--- src/rtl/mem_stack_sequencer_pkg.sv ---
// Shared types for the memory-stage stack sequencer: FSM states, sp operations,
// request priority and the write-back payload.
package mem_stack_sequencer_pkg;

  localparam int unsigned DATA_W = 16;
  localparam int unsigned RD_W   = 3;
  localparam logic [1:0]  EN_STACK = 2'b01;

  // PUSH_HI and POP_LO have no state of their own: they are the IDLE accept cycle.
  typedef enum logic [1:0] {
    ST_IDLE     = 2'd0,
    ST_PUSH_LO  = 2'd1,
    ST_POP_HI   = 2'd2,
    ST_POP_DONE = 2'd3
  } state_e;

  typedef enum logic [2:0] {
    SP_NONE = 3'd0,
    SP_INC1 = 3'd1,
    SP_DEC1 = 3'd2,
    SP_INC2 = 3'd3,
    SP_DEC2 = 3'd4
  } sp_op_e;

  // Enumeration order is the acceptance priority, highest first.
  typedef enum logic [2:0] {
    REQ_NONE  = 3'd0,
    REQ_INT   = 3'd1,
    REQ_CALL  = 3'd2,
    REQ_RTI   = 3'd3,
    REQ_RET   = 3'd4,
    REQ_STACK = 3'd5,
    REQ_MEM   = 3'd6
  } req_e;

  typedef struct packed {
    logic              rw;
    logic [RD_W-1:0]   rd;
    logic              mtr;
    logic [DATA_W-1:0] alu;
  } wb_t;

  function automatic req_e pick_req(input logic int_r, input logic call_r,
                                    input logic rti_r, input logic ret_r,
                                    input logic stack_r, input logic mem_r);
    req_e req;
    req = REQ_NONE;
    if (int_r)        req = REQ_INT;
    else if (call_r)  req = REQ_CALL;
    else if (rti_r)   req = REQ_RTI;
    else if (ret_r)   req = REQ_RET;
    else if (stack_r) req = REQ_STACK;
    else if (mem_r)   req = REQ_MEM;
    return req;
  endfunction

endpackage

--- src/rtl/mem_stack_sequencer_sp_unit.sv ---
// Stack pointer register with +/-1 and +/-2 steps; flags any step that wraps
// past either end of the stack into a sticky error.
module mem_stack_sequencer_sp_unit
  import mem_stack_sequencer_pkg::*;
#(
  parameter int unsigned ADDR_W  = 11,
  parameter int unsigned SP_INIT = (2**ADDR_W) - 1
) (
  input  logic              clk,
  input  logic              rst_n,
  input  sp_op_e            i_op,
  output logic [ADDR_W-1:0] o_sp,
  output logic              o_err
);

  localparam logic [ADDR_W-1:0] SP_RST = ADDR_W'(SP_INIT);

  logic [ADDR_W-1:0] r_sp;
  logic              r_err;
  logic [ADDR_W-1:0] w_sp_nxt;
  logic              w_bound;

  // Next pointer and wrap detection for the requested step.
  always_comb begin
    w_sp_nxt = r_sp;
    w_bound  = 1'b0;
    case (i_op)
      SP_INC1: begin
        w_sp_nxt = r_sp + ADDR_W'(1);
        w_bound  = (r_sp == SP_RST);
      end
      SP_DEC1: begin
        w_sp_nxt = r_sp - ADDR_W'(1);
        w_bound  = (r_sp == '0);
      end
      SP_INC2: begin
        w_sp_nxt = r_sp + ADDR_W'(2);
        w_bound  = (r_sp == SP_RST) || (r_sp == SP_RST - ADDR_W'(1));
      end
      SP_DEC2: begin
        w_sp_nxt = r_sp - ADDR_W'(2);
        w_bound  = (r_sp < ADDR_W'(2));
      end
      default: ;
    endcase
  end

  always_ff @(posedge clk or negedge rst_n) begin
    if (!rst_n) begin
      r_sp  <= SP_RST;
      r_err <= 1'b0;
    end else begin
      r_sp  <= w_sp_nxt;
      r_err <= r_err | w_bound;
    end
  end

  assign o_sp  = r_sp;
  assign o_err = r_err;

endmodule

--- src/rtl/mem_stack_sequencer.sv ---
// Memory-stage sequencer: issues loads/stores/stack ops, runs the two-word PC
// push (CALL/INT) and pop (RET/RTI), and registers the write-back fields.
module mem_stack_sequencer
  import mem_stack_sequencer_pkg::*;
#(
  parameter int unsigned ADDR_W  = 11,
  parameter int unsigned SP_INIT = (2**ADDR_W) - 1
) (
  input  logic              clk,
  input  logic              rst_n,
  input  logic              mr,
  input  logic              mw,
  input  logic              mtr,
  input  logic              rw,
  input  logic              is_push,
  input  logic [1:0]        en_push_pop,
  input  logic              call_req,
  input  logic              int_req,
  input  logic              ret_req,
  input  logic              rti_req,
  input  logic [31:0]       pc_in,
  input  logic [15:0]       alu_out,
  input  logic [15:0]       read_data2,
  input  logic [2:0]        rd,
  input  logic [3:0]        freezed_ccr,
  input  logic [15:0]       mem_rdata,
  output logic [ADDR_W-1:0] mem_addr,
  output logic [15:0]       mem_wdata,
  output logic              mem_we,
  output logic              mem_re,
  output logic              stall,
  output logic              pc_load,
  output logic [31:0]       pc_target,
  output logic              ccr_load,
  output logic [3:0]        ccr_out,
  output logic              wb_rw,
  output logic [2:0]        wb_rd,
  output logic [15:0]       wb_data,
  output logic              stack_err
);

  state_e            r_state;
  state_e            w_state_nxt;
  req_e              w_req;
  sp_op_e            w_sp_op;
  logic [ADDR_W-1:0] w_sp;
  logic              r_is_rti;
  logic [15:0]       r_lo;
  wb_t               r_wb;

  assign w_req = pick_req(int_req, call_req, rti_req, ret_req,
                          en_push_pop == EN_STACK, mr | mw);

  mem_stack_sequencer_sp_unit #(
    .ADDR_W  (ADDR_W),
    .SP_INIT (SP_INIT)
  ) u_sp (
    .clk   (clk),
    .rst_n (rst_n),
    .i_op  (w_sp_op),
    .o_sp  (w_sp),
    .o_err (stack_err)
  );

  always_ff @(posedge clk or negedge rst_n) begin
    if (!rst_n) r_state <= ST_IDLE;
    else        r_state <= w_state_nxt;
  end

  always_comb begin
    w_state_nxt = r_state;
    case (r_state)
      ST_IDLE: begin
        case (w_req)
          REQ_INT, REQ_CALL: w_state_nxt = ST_PUSH_LO;
          REQ_RTI, REQ_RET:  w_state_nxt = ST_POP_HI;
          default:           w_state_nxt = ST_IDLE;
        endcase
      end
      ST_PUSH_LO:  w_state_nxt = ST_IDLE;
      ST_POP_HI:   w_state_nxt = ST_POP_DONE;
      ST_POP_DONE: w_state_nxt = ST_IDLE;
      default:     w_state_nxt = ST_IDLE;
    endcase
  end

  // Memory strobes, stall, PC/flag restore and sp step for the current cycle.
  always_comb begin
    mem_addr  = '0;
    mem_wdata = '0;
    mem_we    = 1'b0;
    mem_re    = 1'b0;
    stall     = 1'b0;
    pc_load   = 1'b0;
    pc_target = '0;
    ccr_load  = 1'b0;
    ccr_out   = '0;
    w_sp_op   = SP_NONE;
    case (r_state)
      ST_IDLE: begin
        case (w_req)
          REQ_INT, REQ_CALL: begin
            mem_we    = 1'b1;
            mem_addr  = w_sp;
            mem_wdata = pc_in[31:16];
            stall     = 1'b1;
          end
          REQ_RTI, REQ_RET: begin
            mem_re   = 1'b1;
            mem_addr = w_sp + ADDR_W'(1);
            stall    = 1'b1;
          end
          REQ_STACK: begin
            if (is_push) begin
              mem_we    = 1'b1;
              mem_addr  = w_sp;
              mem_wdata = read_data2;
              w_sp_op   = SP_DEC1;
            end else begin
              mem_re   = 1'b1;
              mem_addr = w_sp + ADDR_W'(1);
              w_sp_op  = SP_INC1;
            end
          end
          REQ_MEM: begin
            mem_addr = alu_out[ADDR_W-1:0];
            if (mr) begin
              mem_re = 1'b1;
            end else begin
              mem_we    = 1'b1;
              mem_wdata = read_data2;
            end
          end
          default: ;
        endcase
      end
      ST_PUSH_LO: begin
        mem_we    = 1'b1;
        mem_addr  = w_sp - ADDR_W'(1);
        mem_wdata = pc_in[15:0];
        w_sp_op   = SP_DEC2;
      end
      ST_POP_HI: begin
        mem_re   = 1'b1;
        mem_addr = w_sp + ADDR_W'(2);
        stall    = 1'b1;
      end
      ST_POP_DONE: begin
        pc_load   = 1'b1;
        pc_target = {mem_rdata, r_lo};
        w_sp_op   = SP_INC2;
        if (r_is_rti) begin
          ccr_load = 1'b1;
          ccr_out  = freezed_ccr;
        end
      end
      default: ;
    endcase
  end

  // Write-back capture on every IDLE accept; enable drops in sequence cycles.
  always_ff @(posedge clk or negedge rst_n) begin
    if (!rst_n) begin
      r_wb     <= '0;
      r_is_rti <= 1'b0;
      r_lo     <= '0;
    end else begin
      if (r_state == ST_IDLE) begin
        r_wb     <= '{rw: rw, rd: rd, mtr: mtr, alu: alu_out};
        r_is_rti <= (w_req == REQ_RTI);
      end else begin
        r_wb.rw <= 1'b0;
      end
      if (r_state == ST_POP_HI) r_lo <= mem_rdata;
    end
  end

  assign wb_rw   = r_wb.rw;
  assign wb_rd   = r_wb.rd;
  assign wb_data = r_wb.mtr ? mem_rdata : r_wb.alu;

endmodule

--- config.mk ---
export PLATFORM = sky130hd
export DESIGN_NAME = mem_stack_sequencer
export DESIGN_NICKNAME = d
export VERILOG_FILES = /design/src/rtl/mem_stack_sequencer_pkg.sv /design/src/rtl/mem_stack_sequencer_sp_unit.sv /design/src/rtl/mem_stack_sequencer.sv
export SDC_FILE = /design/constraint.sdc
export NUM_CORES = 1
export LEC_CHECK = 0
export CAP_MARGIN = 30
export CORE_MARGIN = 2
export CORE_UTILIZATION = 43
export CTS_CLUSTER_SIZE = 12
export DETAILED_ROUTE_END_ITERATION = 6
export PLACE_DENSITY_LB_ADDON = 0.05
export SYNTH_ARGS = -nofsm -noshare
export SYNTH_HDL_FRONTEND = slang
export SYNTH_SLANG_ARGS = --single-unit
export TNS_END_PERCENT = 1
--- constraint.sdc ---
create_clock -name clk -period 3 [get_ports clk]
set_input_delay 0.3 -clock clk [delete_from_list [all_inputs] [get_ports clk]]
set_output_delay 0.3 -clock clk [all_outputs]
set_load 0.005 [all_outputs]
Yosys cells after proc, flatten, opt, wreduce, memory -nomap -nowiden --
Cells that the tools add are included.
Storage, ports and cells: bits in registers 52, bits in latches 0, bits in writable memories 0, bits in read-only memories 0, bits of input ports 100, output and inout bits 89, word-level logic and storage cells 78, memories 0
Operators by class: add/subtract/negate cells 4, multiply operators 0, divide/modulo/power cells 0, magnitude comparators 1, equal/unequal tests 16, shift-type cells 0, muxes and demuxes 38, bitwise gates (word level) 2, reductions and logical operators 8
Operator list (count):
- $pmux 11 s4 | 2
- $mux 16 | 3
- $pmux 16 s3 | 1
- $pmux 11 s3 | 1
- $mux 32 | 1
- $pmux 16 s2 | 1
- $eq 11x11->1 const B | 2
- $mux 3 | 6
- $eq 3x2->1 const B | 4
- $eq 3x3->1 const B | 4
- $add 11x1->11 const B | 1
- $add 11x2->11 const B | 1
- $logic_not 11->1 | 1
- $lt 11x2->1 const B | 1
- $mux 11 | 1
- $sub 11x1->11 const B | 1
- $sub 11x2->11 const B | 1
- $mux 1 | 9
- $pmux 3 s3 | 1
- $mux 4 | 2
- $eq 3x1->1 const B | 2
- $pmux 1 s2 | 3
- $pmux 1 s3 | 2
- $pmux 2 s3 | 1
- other kinds (11) | 17

Longest topological paths before layout --
depth after elaboration 13, gate-level depth with buffers 8, mapped depth without buffers 7

Hierarchy --
Synthesis repeated with hierarchy kept, for this count alone.
Unflattened totals: cells, all modules 656, area total of the unflattened synthesis 4869.7 um2
By module, submodules not included:
- mem_stack_sequencer | instances 1, cells an instance 458, area each 3325.7 um2, seq. area each 1001.0 um2
- mem_stack_sequencer_sp_unit | instances 1, cells an instance 198, area each 1544.0 um2, seq. area each 314.1 um2

Worst setup path after synthesis --
Ideal clock, no wire load.
path kind reg-to-output, from register u_sp.r_sp[7] (netlist: u_sp.o_sp[7]), to output port mem_addr[10], arrival 2.133 ns, data required time 2.700 ns, path slack 0.567 ns, cell stages (with the launch flop) 7, buffers on the path 1, cell sequence dfstp_2 clkbuf_1 nand4_1 or3_1 a211oi_1 nor3_1 a311o_1
On the way: longest elaborated chain between the ends 4, elaborated cells between the ends (all ways) 6, those cells by class 3 x add/sub; 3 x mux
RTL lines:
- start, declared | RTL line mem_stack_sequencer_sp_unit.sv:18 | logic [ADDR_W-1:0] r_sp;
- start signal, assigned | RTL line mem_stack_sequencer_sp_unit.sv:53 | r_sp <= w_sp_nxt;
- $add 11x1->11 | RTL line mem_stack_sequencer.sv:110, mem_stack_sequencer.sv:121
- $mux 11 | RTL line mem_stack_sequencer.sv:114 | if (is_push) begin
- $pmux 11 s4 | RTL line mem_stack_sequencer.sv:101 | case (w_req)
- $pmux 11 s3 * | RTL line mem_stack_sequencer.sv:99 | case (r_state)
- end, declared | RTL line mem_stack_sequencer.sv:27 | output logic [ADDR_W-1:0] mem_addr,
Mark *: on every way between the ends. The rest lies on a longest branch, timed or not.

Worst setup path in the final report --
from register u_sp.r_sp[1] (netlist: u_sp.o_sp[1]), to output port mem_addr[9]
The elaborated chain is that of the path after synthesis.

==> reports/results.txt <==
Status - finished, final reports clean
Worst endpoint required time - 2.70 ns
Hold_ws - 0.471 ns
Final setup margin - 0.00647 ns
Netlist cell types - 61
Setup CP Type - reg2out
Relative slew slack - 44.3%
Leakage - 0.00303 µW
Clock skew - 0.0151 ns
Clock sink total - 52
Max-cap violations - 0
Tmin final - 2.99 ns
P&R area growth vs syn - 56.5%
Reg clk slew, reported paths - 0.12 ns
Worst slack at placement - -0.394 ns
CTS tree - yes
Pin count of the biggest net entering global routing - 58
Number of synthesized flops with an enable pin - 0
# DRC - 0
Pre-antenna DRT Iters - 5
I/O pins - 189
Dpl hpwl - 13.0 mm
Chip width - 104 µm
Total die area - 0.0109 mm²
Count leader, synth - nand2_1
Final RePlAce weighted congestion - 0.926
Core Rows - 36
GRT Util Overall - 31.6%
PwrDens - 698 mW/mm²
Layout cells sized above 1 - 17.6%
Final core occ - 69.1%
Layout filler cell count - 859
TritonCTS buffer count - 5
Clk_lat worst skew - 0.34 ns
Post-synth top area share - 23.8%
Fin crit share - 99.8%
Yosys top cell by area - dfrtp_1
H-Tree Depth - 2
Maximum VDD drop - 0.426 mV
Highest-delay cell along the critical path - dfstp_2
Crit-path max FO - 9
Crit path largest cell delay - 0.55 ns
Total grt overflow - 0
Final ANT Viol Nets - 0
Most common library cells after synthesis - nand2_1, clkbuf_1, dfrtp_1
Routed len/inst - 19.4 µm
DR vias - 5273
CP Launch Type - register
Initial antenna violation count - 0
Synth top area cells - dfrtp_1, nand2_1, dfstp_2
Clk buf depth - 2
RSZ-0062 raised after global routing - yes
Vias per std cell - 5.78
Synth async-reset ratio - 100%
Max-slew violation count - 0
Worst slew pin tran - 0.832 ns
Initial Utilization - 44.2%
Antenna diodes - 0
Root buf cell - clkbuf_8
Max Freq - 334 MHz
CP Capture Type - output pin
Top_reg_cell synth - dfrtp_1
First-pass GRT wire length - 27.4 mm
Initial DRC count - 508
Mapped Avg Cell Area - 7.52 µm²
Core area - 0.00977 mm²
Min-delay worst type - in2reg
Nets@finish - 885
Yosys warnings - 0
Hold Vio Cnt, Final - 0
Detailed Route WL - 17.6 mm
Vias in the first global route - 5145
Die Height - 104 µm
Finish-stage setup viols - 0
#FFs+latches synth - 52
Crit-path cells - buf_4, ha_2, nand3_1, or2_2, nor2_1, o22ai_1, o221ai_1, clkdlybuf4s50_1
Post-synthesis instance area - 0.00432 mm²
Seq/Total Area, Yosys - 30.5%
Syn nets - 681
Port Buffers - 188
Worst EP arrival - 2.69 ns
Mapped Cells - 574
cell families (layout without fill, tap and decap cells):
kind of cell | count (synthesis) | after routing | synth area share, %
buffers and inverters | 57 | 262 | 5.71
and+or+nand+nor | 298 | 298 | 32.0
DFF | 52 | 52 | 30.5
AOI/OAI and AO/OA | 114 | 114 | 19.5
adders and majority gates | 7 | 7 | 2.03
muxes | 19 | 19 | 4.87
xor gates and xnor gates | 27 | 27 | 5.48
repair_timing:
action | in CTS | in global routing
endpoints found under the hold margin | 12 | 0
hold buffers | 1 | 0
cloned | 1 | 0
setup buffers | 5 | 0
pin swaps | 19 | 1
resized for setup | 70 | 16
endpoints found under the setup margin | 26 | 15
worst max-delay path: cells and delay by family, from the launching register on:
kind | cells | cell delay (ns)
AND/OR/NAND/NOR | 3 | 0.53
flip-flops | 1 | 0.55
AO/OA/AOI/OAI | 2 | 0.30
adder cells (fa/ha/maj) | 1 | 0.27
buffers and inverters | 2 | 0.72
report_power, final:
| part | total (µW) | internal, µW | switching (µW) | leakage, µW |
|---|---|---|---|---|
| Combinational | 2980 | 1460 | 1510 | 0.00237 |
| Clock | 461 | 171 | 290 | 0.0000423 |
| Sequential | 1280 | 1030 | 244 | 0.000618 |
cell type report:
cell class              instances  area (µm²)  share of cell area [%]
clock buffers                   5        68.8                    1.02
multi-input cells             465        2820                    41.8
well taps                     133         166                    2.46
flip-flops and latches         52        1320                    19.5
inverters                       7        26.3                   0.389
clock inverters                 3        26.3                   0.389
repair buffers                247        2330                    34.5
per-stage QoR:
stage                     std cells  cell area (µm²)  power [µW]  setup TNS (ns)
after floorplan                 574             4320        2810               0
after global placement          896             6560        4130           -5.59
after detailed placement        896             6560        4180           -5.91
after CTS                       911             6700        4660               0
after global routing            912             6750        5010          -0.389
final                           912             6750        4720               0
state kept, by name, indices dropped and copies added (netlist names):
signal      cells
r_wb           17
r_lo           16
u_sp.o_sp      11
wb_rd           3
r_state         2
r_is_rti        1
u_sp.o_err      1
wb_rw           1
routing by layer:
metal  wire length, µm  vias to the layer above  track usage, %
met2              8370                      315            53.6
met1              7160                     2477            38.8
met3              1500                       53            7.46
met5                 0                        -               0
met4               609                        0            12.7
li1                  -                     2428               -
layout by cell type (no fill, tap or decap), types with 3 or more instances in the layout:
master,n
a211oi_1,5
a21oi_1,22
a221o_1,4
a22oi_1,24
a31oi_1,4
and2_1,6
and3_1,38
buf_12,3
buf_2,13
buf_4,52
clkbuf_8,5
clkdlybuf4s50_1,164
dfrtp_1,41
dfstp_2,11
dlygate4sd2_1,3
dlymetal6s2s_1,4
ha_1,5
inv_1,7
mux2_2,16
mux2i_1,3
nand2_1,163
nand3_1,16
nand4_1,7
nor2_1,28
nor2b_1,5
nor3_1,9
nor4_1,4
o21ai_0,7
o221ai_1,6
o22ai_1,7
or2_2,4
xnor2_1,12
xor2_1,14
final timing paths:
check,slack (ns),startpoint,to,cells after the start
min reg2reg,0.48,r_is_rti,r_is_rti,2
min in group asynchronous,0.52,rst_n,wb_rd[1],2
max,0.006,u_sp.o_sp[1],mem_addr[9],8
max reg2reg,0.60,r_state[1],u_sp.o_sp[6],6
max in group asynchronous,1.68,rst_n,r_lo[8],3
min,0.47,rd[1],wb_rd[1],3
Note: power is estimated with default switching activity, not from simulation.
